--- src/rtl/datapath.sv ---
// datapath: 32-bit single-bus register-transfer slice.
// Holds R1-R3, PC, IR, Y, 64-bit Z, HI and MDR around one shared bus
// and a bitwise-AND ALU feeding Z. All strobes come from an external sequencer.
module datapath (
  input  logic        clock,
  input  logic        clear,
  input  logic [31:0] Mdatain,
  input  logic        Read,
  input  logic        MDRin,
  input  logic        MDRout,
  input  logic        R2out,
  input  logic        R3out,
  input  logic        PCout,
  input  logic        Zlowout,
  input  logic        ZHighout,
  input  logic        R1in,
  input  logic        R2in,
  input  logic        R3in,
  input  logic        Yin,
  input  logic        IRin,
  input  logic        HIin,
  input  logic        AND,
  output logic [31:0] BusMuxOut,
  output logic [31:0] R1_q,
  output logic [31:0] R2_q,
  output logic [31:0] R3_q,
  output logic [31:0] IR_q,
  output logic [31:0] HI_q
);

  logic [31:0] r1, r2, r3, pc, ir, y, hi, mdr;
  logic [63:0] z;
  logic [31:0] bus;
  logic [31:0] alu_and;

  // Bus source select; fixed priority when several drive strobes are high
  always_comb begin
    bus = '0;
    if (MDRout)        bus = mdr;
    else if (R2out)    bus = r2;
    else if (R3out)    bus = r3;
    else if (PCout)    bus = pc;
    else if (Zlowout)  bus = z[31:0];
    else if (ZHighout) bus = z[63:32];
  end

  // ALU: bitwise AND of Y with the current bus value
  always_comb begin
    alu_and = y & bus;
  end

  // MDR: loads either memory read data or the bus
  always_ff @(posedge clock or posedge clear) begin
    if (clear)      mdr <= '0;
    else if (MDRin) mdr <= Read ? Mdatain : bus;
  end

  // General and special registers loading from the bus
  always_ff @(posedge clock or posedge clear) begin
    if (clear) begin
      r1 <= '0;
      r2 <= '0;
      r3 <= '0;
      y  <= '0;
      ir <= '0;
      hi <= '0;
    end else begin
      if (R1in) r1 <= bus;
      if (R2in) r2 <= bus;
      if (R3in) r3 <= bus;
      if (Yin)  y  <= bus;
      if (IRin) ir <= bus;
      if (HIin) hi <= bus;
    end
  end

  // PC has no load path in this slice; it only resets and holds
  always_ff @(posedge clock or posedge clear) begin
    if (clear) pc <= '0;
    else       pc <= pc;
  end

  // Z captures the zero-extended ALU result when AND is asserted
  always_ff @(posedge clock or posedge clear) begin
    if (clear)    z <= '0;
    else if (AND) z <= {32'h0, alu_and};
  end

  // Observation outputs
  always_comb begin
    BusMuxOut = bus;
    R1_q      = r1;
    R2_q      = r2;
    R3_q      = r3;
    IR_q      = ir;
    HI_q      = hi;
  end

endmodule

--- config.mk ---
export PLATFORM = sky130hd
export DESIGN_NAME = datapath
export DESIGN_NICKNAME = d
export VERILOG_FILES = /design/src/rtl/datapath.sv
export SDC_FILE = /design/constraint.sdc
export NUM_CORES = 1
export LEC_CHECK = 0
export ABC_CLOCK_PERIOD_IN_PS = 12000
export BUFFER_PORTS_ARGS = -buffer_cell sky130_fd_sc_hd__buf_2
export CAP_MARGIN = 30
export CORE_MARGIN = 4
export CORE_UTILIZATION = 40
export DETAILED_ROUTE_END_ITERATION = 10
export SYNTH_ARGS = -nofsm -noshare
export SYNTH_HDL_FRONTEND = slang
export SYNTH_SLANG_ARGS = --single-unit
--- constraint.sdc ---
create_clock -name clock -period 12 [get_ports clock]
set_input_delay 2.4 -clock clock [delete_from_list [all_inputs] [get_ports clock]]
set_output_delay 2.4 -clock clock [all_outputs]
set_load 0.005 [all_outputs]
==> metrics.cfg, run 1 <==
[grt]
grt_pass1_wl_um = 52700
grt_pass1_vias = 8815
grt_max_degree = 130
grt.overflow.total = 0
antenna_found_initial = 2
grt_usage = 0.196

[critical_path]
regToRegStartpoint = R2_q[18]
critPathLaunch = R2out
cp.arrival_ns = 4.76
cpMaxStageDelayCell = nor2_4
crit_path_max_fanout = 34
cp.depth = 6
reg2reg_to = mdr[18]
required_ns = 9.60
cp-start-kind = primary input
worst-path-buf-inv = 4
slowest_delay_ns = 0.76
cp-end-kind = primary output
crit_family = buffers and inverters
critPathCapture = BusMuxOut[31]
worstSetupPathType = primary input to primary output
r2r_setup_slack_ns = 10.42
cp_cell_sequence = buf_2 > buf_4 > nor2_4 > buf_4 > a311oi_2 > buf_2
r2r_cells = 3

[drt]
vias = 8511
drc = 0
viasPerCell = 5.54
totalWireLength_um = 33400
firstDrtPassIters = 4
wl_per_cell_um = 21.7
ant_nets = 0
initialDrtViolationCount = 431

[synthesis]
synth_cell_type_count = 32
synth_fp_nets = 962
postSynthCellCount = 913
synth-seq-area-share = 0.521
synth_edf_count = 0
avgSynthCellArea_um2 = 13.5
synthFlopType = dfrtp_1
yosysWarningCount = 0
ys_seq_elements = 256
synthArstFlopShare = 1.00
syn_area_um2 = 12300

[clocking]
cts-hold-fix-buffers = 0
tritoncts = yes
cts_root_buf = clkbuf_16
clk_latency_ns = 0.55
cts_buffers = 29
post-cts-setup-buffer-count = 0
cts_max_path_buffers = 3
cts.clk_slew.worst_paths_ns = 0.06
cts.sinks = 256
ctsHtreeMaxLevel = 1
cts_resized = 0

[timing]
setup_viol = 0
worst_slew_pin_slew_ns = 0.980
fin_ws_ns = 4.84
rsz0062_at_grt = no
fin_crit_sh = 0.597
fmax_mhz = 140
fin_tns_setup_ns = 0
finalHoldViolations = 0
drv_slew = 0
whs_ns = 0.493
finClkSkew_ns = 0.0128
slew_headroom = 0.347
min_period_ns = 7.16

[placed_design]
post_dp_cell_area_um2 = 13800
hpwl_um = 20800
place_congestion = 0.715
post-place-ws_ns = 4.85
port_buffers = 239
placedCellCount = 1481

[floorplanning]
pin_count = 241
start_util = 0.411
num_rows = 63
dieHeight_um = 183
die_w_um = 183
dieArea_um2 = 33600
design.core.area_um2 = 30000

[hold_path]
hold_class = flip-flop to flip-flop

[power]
powerDensity_nw_per_um2 = 177
ir_drop_uv = 111
power.total_mw = 2.64
p_leak_nw = 6.49

[layout]
layout-drive-gt1-share = 0.514
utilization = 0.497
area_growth_syn_to_layout_pct = 21.1
fin_nets = 1173
antenna_cells = 0
fillCellCount = 2691
final_area_um2 = 14900
final_cell_count_no_fill = 1537

[outcome]
status = finished, final reports clean

[run]
maxCapViolCount = 0

[kinds of logic after synthesis]
family | after synthesis | synth area share
AOI/OAI and AO/OA | 130 | 0.135
buffers and inverters | 108 | 0.0409
DFF | 256 | 0.521
muxes | 192 | 0.176
and+or+nand+nor | 227 | 0.128
[layout by cell type (no fill, tap or decap), drive strengths merged]
master	n
dfrtp	256
buf	255
mux2	192
nand2	63
nor2b	57
clkbuf	40
inv	34
nor3b	33
nand4bb	32
a221o	31
nor3	31
a32o	31
o41ai	31
a311oi	31
and2b	7
clkinv	7
bufinv	4
clkinvlp	2
nor2	2
a211oi	2
and2	1
or3b	1
a21oi	1
a21o	1
o21ai	1
a22o	1
[synth_stat cells (2+ instances only)]
| cell type | instances | area [µm²] |
|---|---|---|
| nor3b_2 | 26 | 325 |
| mux2_2 | 192 | 2160 |
| nor3b_1 | 7 | 52.6 |
| buf_1 | 8 | 30.0 |
| o41ai_2 | 29 | 472 |
| clkbuf_1 | 43 | 161 |
| buf_4 | 7 | 52.6 |
| a311oi_4 | 3 | 78.8 |
| and2b_1 | 7 | 52.6 |
| buf_6 | 8 | 90.1 |
| a221o_1 | 31 | 310 |
| a311oi_2 | 28 | 420 |
| nor3_1 | 31 | 155 |
| nand2_1 | 63 | 236 |
| inv_1 | 33 | 124 |
| a32o_1 | 30 | 300 |
| nor2b_1 | 57 | 357 |
| o41ai_1 | 2 | 17.5 |
| buf_2 | 9 | 45.0 |
| nand4bb_1 | 32 | 360 |
| dfrtp_1 | 256 | 6410 |
[report_power, final]
part	switching [mW]	internal, mW
clock network	0.364	0.572
logic	0.285	0.289
registers	0.0961	1.03
[worst min path at each step]
stage | startpoint | end | slack [ns] | cells past startpoint
final | z[0] | z[0] | 0.49 | 1
after global routing | R1_q[27] | R1_q[27] | 0.51 | 1
after CTS | z[0] | z[0] | 0.50 | 1
after detailed placement | z[0] | z[0] | 0.48 | 1
after global placement | z[31] | z[31] | 0.48 | 1
after floorplan | z[29] | z[29] | 0.47 | 1
[routing by layer]
metal  vias to the layer above  wire (µm)  global-route usage
li1                       3853          -                   -
met1                      4422      15200               0.274
met2                       201      16000               0.323
met3                        31       1880              0.0409
met4                         4        306              0.0340
met5                         -         22                   0
[sequential cells by signal (all words and copies together), names as in the netlist]
register / count
R2_q: 32
z: 32
y: 32
R1_q: 32
HI_q: 32
IR_q: 32
R3_q: 32
mdr: 32
[cell type report]
class                      count  area, µm²  area share
clock buffer                  40        837      0.0562
clock inverter                14        183      0.0123
inverter                      33        131     0.00882
multi-input combinational    549       5400       0.362
sequential                   256       6410       0.430
tap                          390        488      0.0328
timing repair buffer         255       1450      0.0975
[worst register-to-register path: stages, from the launching register on]
cell,delay [ns]
dfrtp_1,0.40
nor3b_1,0.48
a311oi_2,0.19
a221o_1,0.40
(Power assumes the default switching activity.)
==> inputs of run 2 (changes only) <==
--- a/config.mk
+++ b/config.mk
@@ -5,7 +5,7 @@
 export SDC_FILE = /design/constraint.sdc
 export NUM_CORES = 1
 export LEC_CHECK = 0
-export ABC_CLOCK_PERIOD_IN_PS = 12000
+export ABC_CLOCK_PERIOD_IN_PS = 7000
 export BUFFER_PORTS_ARGS = -buffer_cell sky130_fd_sc_hd__buf_2
 export CAP_MARGIN = 30
 export CORE_MARGIN = 4
==> constraint.sdc (replaced) <==
create_clock -name clock -period 7 [get_ports clock]
set_input_delay 1.4 -clock clock [delete_from_list [all_inputs] [get_ports clock]]
set_output_delay 1.4 -clock clock [all_outputs]
set_load 0.005 [all_outputs]
==> run 2 against run 1 <==
Combinational power grew 71%. Clock skew decreased by 0.0050 ns. Register-to-register slack got worse by 5.0 ns. First-iteration DRC count decreased by 9.7%. Non-clock buffer count shrank 2. Sequential share of layout area rose by 0.29 points. Final area is 0.66% lower. Cell count shrank 0.46%. Sequential cell count is the same. Critical endpoint unchanged. Largest cell class unchanged. Largest power group unchanged.
==> metrics.cfg, run 2 (synthesis gave the netlist of run 1 again) <==
[critical_path]
required_ns = 5.60  ; -4.00 ns
cp.arrival_ns = 3.34  ; -1.42 ns
cp-end-kind = primary output
cp-start-kind = primary input
worstSetupPathType = primary input to primary output
crit_path_max_fanout = 66  ; +94%
r2r_setup_slack_ns = 5.44  ; -4.98 ns

[clocking]
cts_max_path_buffers = 3  ; unchanged
clk_latency_ns = 0.54  ; about the same
ctsHtreeMaxLevel = 1  ; unchanged
cts_root_buf = clkbuf_16
cts.clk_slew.worst_paths_ns = 0.06  ; about the same
post-cts-setup-buffer-count = 0  ; unchanged
cts-hold-fix-buffers = 0  ; unchanged
cts_resized = 0  ; unchanged
tritoncts = yes
cts.sinks = 256  ; unchanged
cts_buffers = 29  ; unchanged

[outcome]
status = finished, final reports clean

[floorplanning]
die_w_um = 183  ; unchanged
dieHeight_um = 183  ; unchanged
design.core.area_um2 = 30000  ; unchanged
pin_count = 241  ; unchanged
dieArea_um2 = 33600  ; unchanged
start_util = 0.411  ; unchanged
num_rows = 63  ; unchanged

[layout]
mostFrequentLayoutCell = dfrtp_1
final_cell_count_no_fill = 1530  ; -0.46%
fin_nets = 1171  ; -0.17%
layout-drive-gt1-share = 0.510  ; -0.00474
antenna_cells = 0  ; unchanged
fillCellCount = 2686  ; -0.19%
final_cell_mix = dfrtp_1 (256), buf_2 (237), mux2_2 (192)
area_growth_syn_to_layout_pct = 20.3
final_area_um2 = 14800  ; -0.66%
utilization = 0.494  ; -0.00330

[drt]
vias = 8483  ; -0.33%
ant_nets = 0  ; unchanged
firstDrtPassIters = 7  ; +3
initialDrtViolationCount = 389  ; -9.7%
totalWireLength_um = 33100  ; -0.90%
wl_per_cell_um = 21.6  ; -0.45%
viasPerCell = 5.54  ; +0.13%
drc = 0  ; unchanged

[timing]
drv_slew = 0  ; unchanged
finalHoldViolations = 0  ; unchanged
fin_tns_setup_ns = 0  ; unchanged
setup_viol = 0  ; unchanged
fin_ws_ns = 2.26  ; -2.58 ns
rsz0062_at_grt = no
fin_crit_sh = 0.678
slew_headroom = 0.374  ; +0.0268
whs_ns = 0.493  ; -0.000190 ns
worst_slew_pin_slew_ns = 0.939  ; -0.0403 ns
min_period_ns = 4.74
fmax_mhz = 211
finClkSkew_ns = 0.00784  ; -0.00498 ns

[placed_design]
post_dp_cell_area_um2 = 13800  ; about the same
port_buffers = 239  ; unchanged
post-place-ws_ns = 2.23  ; -2.62 ns
place_congestion = 0.715  ; about the same
hpwl_um = 20500  ; -1.5%
placedCellCount = 1480  ; -0.068%

[power]
ir_drop_uv = 202  ; +83%
powerDensity_nw_per_um2 = 300  ; +69%
power.total_mw = 4.43  ; +68%
p_leak_nw = 6.44  ; -0.80%

[grt]
gr-usage-met1 = 0.270  ; -0.00342
grt_usage = 0.195  ; -0.00134
grt.overflow.total = 0  ; unchanged
antenna_found_initial = 1  ; -1
grt.met2_usage = 0.323  ; about the same
grt-busiest-layer = met2
grt_pass1_vias = 8846  ; +0.35%
grt_max_degree = 150  ; +15%
grt_util_met3 = 0.0385  ; -0.00238
grt_pass1_wl_um = 52500  ; -0.37%

[run]
maxCapViolCount = 0  ; unchanged

[hold_path]
hold_class = flip-flop to flip-flop

## run 2: changes by cell type in the layout (fill, tap and decap cells not counted), sizes merged
| cell | previous run | this run |
|---|---|---|
| clkbuf | 40 | 41 |
| bufinv | 4 | 3 |
| inv | 34 | 33 |
| clkinv | 7 | 4 |
| buf | 255 | 253 |
| clkinvlp | 2 | 1 |
## run 2: worst paths after layout
| path | from | end | cells after the start |
|---|---|---|---|
| worst max register to register | R2_q[16] | mdr[16] | 3 |
| worst min register to register | z[14] | z[14] | 1 |
| worst min-delay path | z[14] | z[14] | 1 |
| worst max-delay path | MDRout | BusMuxOut[31] | 5 |
| min in group asynchronous | clear | IR_q[21] | 2 |
| max in group asynchronous | clear | y[10] | 4 |
## run 2: per-layer routing
metal	vias up	part of all wire
li1	3840	-
met1	4362	0.45
met2	231	0.47
met3	48	0.056
met4	2	0.019
met5	-	0.00039
## run 2: report_power, final
part           internal [mW]  total, mW  switching [mW]  leakage, nW
clock network          0.927       1.52           0.595        0.470
logic                  0.493      0.978           0.485         2.90
registers               1.77       1.93           0.165         3.07
## run 2: worst max-delay path, stage by stage
cell and delay (ns):
buf_4 0.69, nor2_4 0.02, buf_4 0.31, a311oi_2 0.65, buf_2 0.23
## run 2: layout make-up
cell class,count,area (µm²),share of cell area
clock buffer,41,831,0.0562
clock inverter,8,119,0.00803
inverter,33,128,0.00863
multi-input combinational,549,5400,0.365
sequential,256,6410,0.433
tap,390,488,0.0330
timing repair buffer,253,1430,0.0964
